### config.mk
export PLATFORM = sky130hd
export DESIGN_NAME = seg_scan_ctrl
export DESIGN_NICKNAME = d
export VERILOG_FILES = /design/src/rtl/seg_scan_pkg.sv /design/src/rtl/seg_scan_timer.sv /design/src/rtl/seg_scan_ctrl.sv
export SDC_FILE = /design/constraint.sdc
export NUM_CORES = 1
export LEC_CHECK = 0
export CELL_PAD_IN_SITES_DETAIL_PLACEMENT = 1
export CELL_PAD_IN_SITES_GLOBAL_PLACEMENT = 1
export CORE_UTILIZATION = 43
export CTS_CLUSTER_DIAMETER = 120
export DETAILED_ROUTE_END_ITERATION = 8
export HOLD_SLACK_MARGIN = 0.02
export PLACE_DENSITY_LB_ADDON = 0.1
export REMOVE_ABC_BUFFERS = 1
export SLEW_MARGIN = 15
export SYNTH_ARGS = -nofsm -noshare
export SYNTH_HDL_FRONTEND = slang
export SYNTH_SLANG_ARGS = --single-unit
### constraint.sdc
create_clock -name clk -period 2.45 [get_ports clk]
set_clock_uncertainty 0.1 [all_clocks]
set_input_delay 0.49 -clock clk [delete_from_list [all_inputs] [get_ports clk]]
set_output_delay 0.49 -clock clk [all_outputs]
set_load 0.005 [all_outputs]
### src/rtl/seg_scan_pkg.sv
// Shared types and constants for the seven-segment scan controller.
// Build option: SEG_SCAN_LZB_EN enables leading-zero blanking.
package seg_scan_pkg;

  typedef enum logic [1:0] {
    S_IDLE,
    S_ON,
    S_GAP
  } state_t;

  localparam int NIB_W = 4;

  localparam logic [7:0] DIG_OFF = 8'hFF;

endpackage

### src/rtl/seg_scan_timer.sv
// Slot counter for the scan controller.
// gap_start marks the last lit cycle; slot_end marks the last slot cycle.
module seg_scan_timer #(
  parameter int DIV       = 50000,
  parameter int BLANK_CYC = 500
) (
  input  logic clk,
  input  logic rst,
  input  logic clr,
  output logic gap_start,
  output logic slot_end
);

  localparam int CW = $clog2(DIV);
  localparam logic [CW-1:0] GAP_AT = CW'(DIV - BLANK_CYC - 1);
  localparam logic [CW-1:0] END_AT = CW'(DIV - 1);

  logic [CW-1:0] cnt;

  assign gap_start = (cnt == GAP_AT);
  assign slot_end  = (cnt == END_AT);

  always_ff @(posedge clk) begin
    if (rst || clr) begin
      cnt <= '0;
    end else if (slot_end) begin
      cnt <= '0;
    end else begin
      cnt <= cnt + 1'b1;
    end
  end

endmodule

### src/rtl/seg_scan_ctrl.sv
// Time-multiplexed common-anode digit scanner with tear-free updates.
// Build option: SEG_SCAN_LZB_EN enables leading-zero blanking.
module seg_scan_ctrl
  import seg_scan_pkg::*;
#(
  parameter int DIGITS    = 4,
  parameter int DIV       = 50000,
  parameter int BLANK_CYC = 500
) (
  input  logic                    clk,
  input  logic                    rst,
  input  logic                    en,
  input  logic [4*DIGITS-1:0]     val_data,
  input  logic                    val_valid,
  output logic                    val_ready,
  output logic [NIB_W-1:0]        nib,
  output logic [DIGITS-1:0]       dig_n,
  output logic                    blank,
  output logic                    frame_done
);

  localparam int IW = (DIGITS > 1) ? $clog2(DIGITS) : 1;
  localparam logic [IW-1:0] LAST = IW'(DIGITS - 1);
  localparam logic [DIGITS-1:0] OFF = DIG_OFF[DIGITS-1:0];

  state_t              state;
  logic [IW-1:0]       idx;
  logic [IW-1:0]       idx_nxt;
  logic [4*DIGITS-1:0] shadow;
  logic [4*DIGITS-1:0] pending;
  logic                pend_v;
  logic                wrap_q;
  logic                gap_start;
  logic                slot_end;
  logic                clr;
  logic                run;
  logic                xfer;
  logic                wrap;
  logic                apply;
  logic                show;

  seg_scan_timer #(
    .DIV       (DIV),
    .BLANK_CYC (BLANK_CYC)
  ) u_timer (
    .clk       (clk),
    .rst       (rst),
    .clr       (clr),
    .gap_start (gap_start),
    .slot_end  (slot_end)
  );

  assign clr     = !en || (state == S_IDLE);
  assign run     = en && (state != S_IDLE);
  assign xfer    = val_valid && val_ready;
  assign wrap    = run && slot_end && (idx == LAST);
  assign apply   = pend_v && ((state == S_IDLE) || wrap);
  assign idx_nxt = (idx == LAST) ? '0 : idx + 1'b1;

`ifdef SEG_SCAN_LZB_EN
  assign show = (idx == '0) || ((shadow >> (NIB_W * idx)) != '0);
`else
  assign show = 1'b1;
`endif

  always_ff @(posedge clk) begin
    if (rst) begin
      state      <= S_IDLE;
      idx        <= '0;
      shadow     <= '0;
      pending    <= '0;
      pend_v     <= 1'b0;
      wrap_q     <= 1'b0;
      val_ready  <= 1'b1;
      nib        <= '0;
      dig_n      <= OFF;
      blank      <= 1'b1;
      frame_done <= 1'b0;
    end else begin
      wrap_q     <= wrap;
      frame_done <= wrap_q;
      // ready stays low for the cycle in which the slot is released
      val_ready  <= !pend_v && !xfer;

      if (apply) begin
        shadow <= pending;
        pend_v <= 1'b0;
      end
      if (xfer) begin
        pending <= val_data;
        pend_v  <= 1'b1;
      end

      if (!en || state != S_ON) begin
        dig_n <= OFF;
        blank <= 1'b1;
      end else begin
        nib   <= shadow[NIB_W*idx +: NIB_W];
        dig_n <= show ? ~(DIGITS'(1) << idx) : OFF;
        blank <= !show;
      end

      if (!en) begin
        state <= S_IDLE;
        idx   <= '0;
      end else begin
        unique case (state)
          S_IDLE: begin
            state <= S_ON;
            idx   <= '0;
          end
          S_ON: begin
            if (slot_end) begin
              idx <= idx_nxt;
            end else if (gap_start) begin
              state <= S_GAP;
            end
          end
          S_GAP: begin
            if (slot_end) begin
              state <= S_ON;
              idx   <= idx_nxt;
            end
          end
          default: state <= S_IDLE;
        endcase
      end
    end
  end

endmodule

==> results.yml <==
critical_path:
  worstPathArrival_ps: 2080
  timing.rr.start: "u_timer.cnt[0]$_SDFF_PP0_"
  critical_path_required_ps: 2570
  cp-end-kind: "flop"
  reg2reg_slack_ps: 480
  startpoint_type: "flop"
  rr_worst_depth: 5
  reg2reg_to: "u_timer.cnt[3]$_SDFF_PP0_"
  critPathLaunch: "u_timer.cnt[0]$_SDFF_PP0_"
  crit_fanout: 15
  crit_type: "flop to flop"
cts:
  cts.sinks: 65
  clock-root-buffer: "clkbuf_8"
  ctsResizeCount: 0
  post_cts_buffers: 0
  clkSlewWorstSetupHoldPaths_ps: 60
  clockBufferDepth: 2
  cts_tree: "done"
  cts_made_buffers: 9
  ctsHoldBuffers: 0
  clk_latency_ps: 350
  htree_num_levels: 3
placed_design:
  place_congestion: 0.783
  dp_hpwl_mm: 4.31
  io_buffers: 30
  placed_area_mm2: 0.00327
sta:
  setup-tns-final_ps: 0
  holdWs_ps: 356
  setup_viol: 0
  period_share_pct: 80.2
  period_minus_slack_ps: 1970
  tightestPinTransition_ps: 606
  max_slew_margin_pct: 59.5
  slew_viol_final: 0
  final_hold_viol_count: 0
  fmax_mhz: 509
  grt_setup_unrepaired: "false"
synth:
  synth_edf_count: 0
  seq_area_frac_synth_pct: 44.7
  synth_fa_ha_area_share_pct: 3.86
  synth_mux_area_share_pct: 8.93
  synth_compound_area_share_pct: 7.17
  syn_inst: 311
  yosysWarnings: 0
  synthSimpleGateAreaFrac_pct: 26.9
  ys_ff_latch: 65
  synth_xor_area_share_pct: 3.91
  synthesis.area_mm2: 0.00291
  syn_area_per_cell_um2: 9.37
  async_flop_share_pct: 0
  ys.flop_type: "dfxtp_1"
  ys_types: 41
  synth_top_family_by_area: "simple AND/OR/NAND/NOR gates"
routing:
  totalWireLength_mm: 6.10
  drcViolationCount: 2
  vias: 2206
  firstDrtPassIters: 6
  initialDrtViolationCount: 54
  wl_per_cell_um: 14.5
  antenna_left: 0
  viasPerCell: 5.25
min_path:
  hold_path_depth: 2
  hp-class: "flop to flop"
  hp-start: "pending[2]$_SDFFE_PP0P_"
  min_to: "pending[2]$_SDFFE_PP0P_"
status:
  violations: "design-rule violations"
  status: "finished with violations"
floorplanning:
  design.die.area_mm2: 0.00711
  fp-row-count: 29
  start_util_pct: 45.1
  die_h_um: 84.3
  core_region_area_mm2: 0.00646
  ios: 31
  die_w_um: 84.3
global_routing:
  grt_max_degree: 56
  grt_pass1_wl_mm: 10.5
  overflow: 0
  grt_pass1_vias: 2205
  antenna_found_initial: 0
  grt.total_usage_pct: 19.3
power:
  total_power_mw: 2.16
  leakagePower_nw: 1.34
  pwr_density_cell_mw_per_mm2: 625
  vdd_drop_max_mv: 0.329
finish:
  nets: 368
  final_common_cell: "dfxtp_1"
  antenna_cells: 0
  post-route-util_pct: 53.6
  drive_gt1_share_pct: 9.04
  final_cell_mix: "65 x dfxtp_1, 49 x nand2_1, 33 x nand2b_1, 30 x clkdlybuf4s50_1, 23 x a21oi_1"
  syn2layout_area_growth_pct: 18.9
  final_cell_area_mm2: 0.00346
  n_fill_cell: 756
run:
  max_cap_viol_count: 0
==> layer usage <==
layer / vias to the layer above / global-route usage (%) / share of wire, %
met5: - / 0 / 0
met4: 0 / 10.8 / 2.4
met3: 11 / 4.13 / 2.4
met2: 30 / 32.7 / 49
met1: 1051 / 22.7 / 47
li1: 1114 / - / -
==> kinds of logic after synthesis <==
family,Yosys count
mux,21
fa+ha+maj,9
compound gates,34
flops,65
simple gates,144
xor+xnor,13
buf+inv,25
==> metrics by stage <==
step,std cells,setup WS [ps]
2_1_floorplan,292,612
3_3_place_gp,405,341
3_5_place_dp,405,271
4_1_cts,420,421
5_1_grt,420,256
6_report,420,485
==> synthesized netlist by cell type, drive strengths merged, types with 4 or more instances <==
library cell | count | area, um^2
nand4 | 8 | 50.1
clkbuf | 11 | 41.3
xnor2 | 6 | 52.6
mux2i | 17 | 170
dfxtp | 65 | 1300
mux4 | 4 | 90.1
and4 | 4 | 37.5
inv | 6 | 22.5
a21oi | 23 | 115
and3 | 5 | 32.5
xor2 | 7 | 61.3
nand3 | 10 | 50.1
nand2b | 33 | 206
buf | 8 | 70.1
nor2 | 16 | 60.1
ha | 9 | 113
nand2 | 49 | 184
==> sequential cells by signal, indices dropped and copies added, names as in the netlist <==
name         flops
pend_v           1
blank            1
shadow          16
dig_n            4
frame_done       1
nib              4
pending         16
wrap_q           1
val_ready        1
idx              2
state            2
u_timer.cnt     16
==> final cells by class <==
class / instances / area (um^2) / area share (%)
Timing Repair Buffer: 36 / 370 / 10.7
Clock buffer: 12 / 155 / 4.48
Sequential cell: 65 / 1300 / 37.6
Tap cell: 77 / 96.3 / 2.78
Clock inverter: 3 / 40.0 / 1.16
Multi-Input combinational cell: 221 / 1480 / 42.7
Inverter: 6 / 22.5 / 0.650
==> worst max-delay path: stages (launching register included) <==
cell     delay (ps)
dfxtp_1         370
ha_1            330
and3_1          260
nand4_1         230
nand2_1         460
nor2_1           90
==> how the worst max path moves through the flow <==
stage	to	slack, ps	cells after the start
final	u_timer.cnt[3]$_SDFF_PP0_	480	5
after global routing	u_timer.cnt[10]$_SDFF_PP0_	260	5
after CTS	u_timer.cnt[5]$_SDFF_PP0_	420	5
after detailed placement	u_timer.cnt[15]$_SDFF_PP0_	270	5
after global placement	u_timer.cnt[15]$_SDFF_PP0_	340	5
after floorplan	shadow[0]$_SDFFE_PP0P_	610	5
==> power breakdown <==
part           switching [mW]  internal (mW)  leakage [nW]
sequential             0.0134           1.08         0.527
combinational          0.0722         0.0797         0.707
clock                   0.400          0.517         0.102
Note: power is estimated with default switching activity, not from simulation.
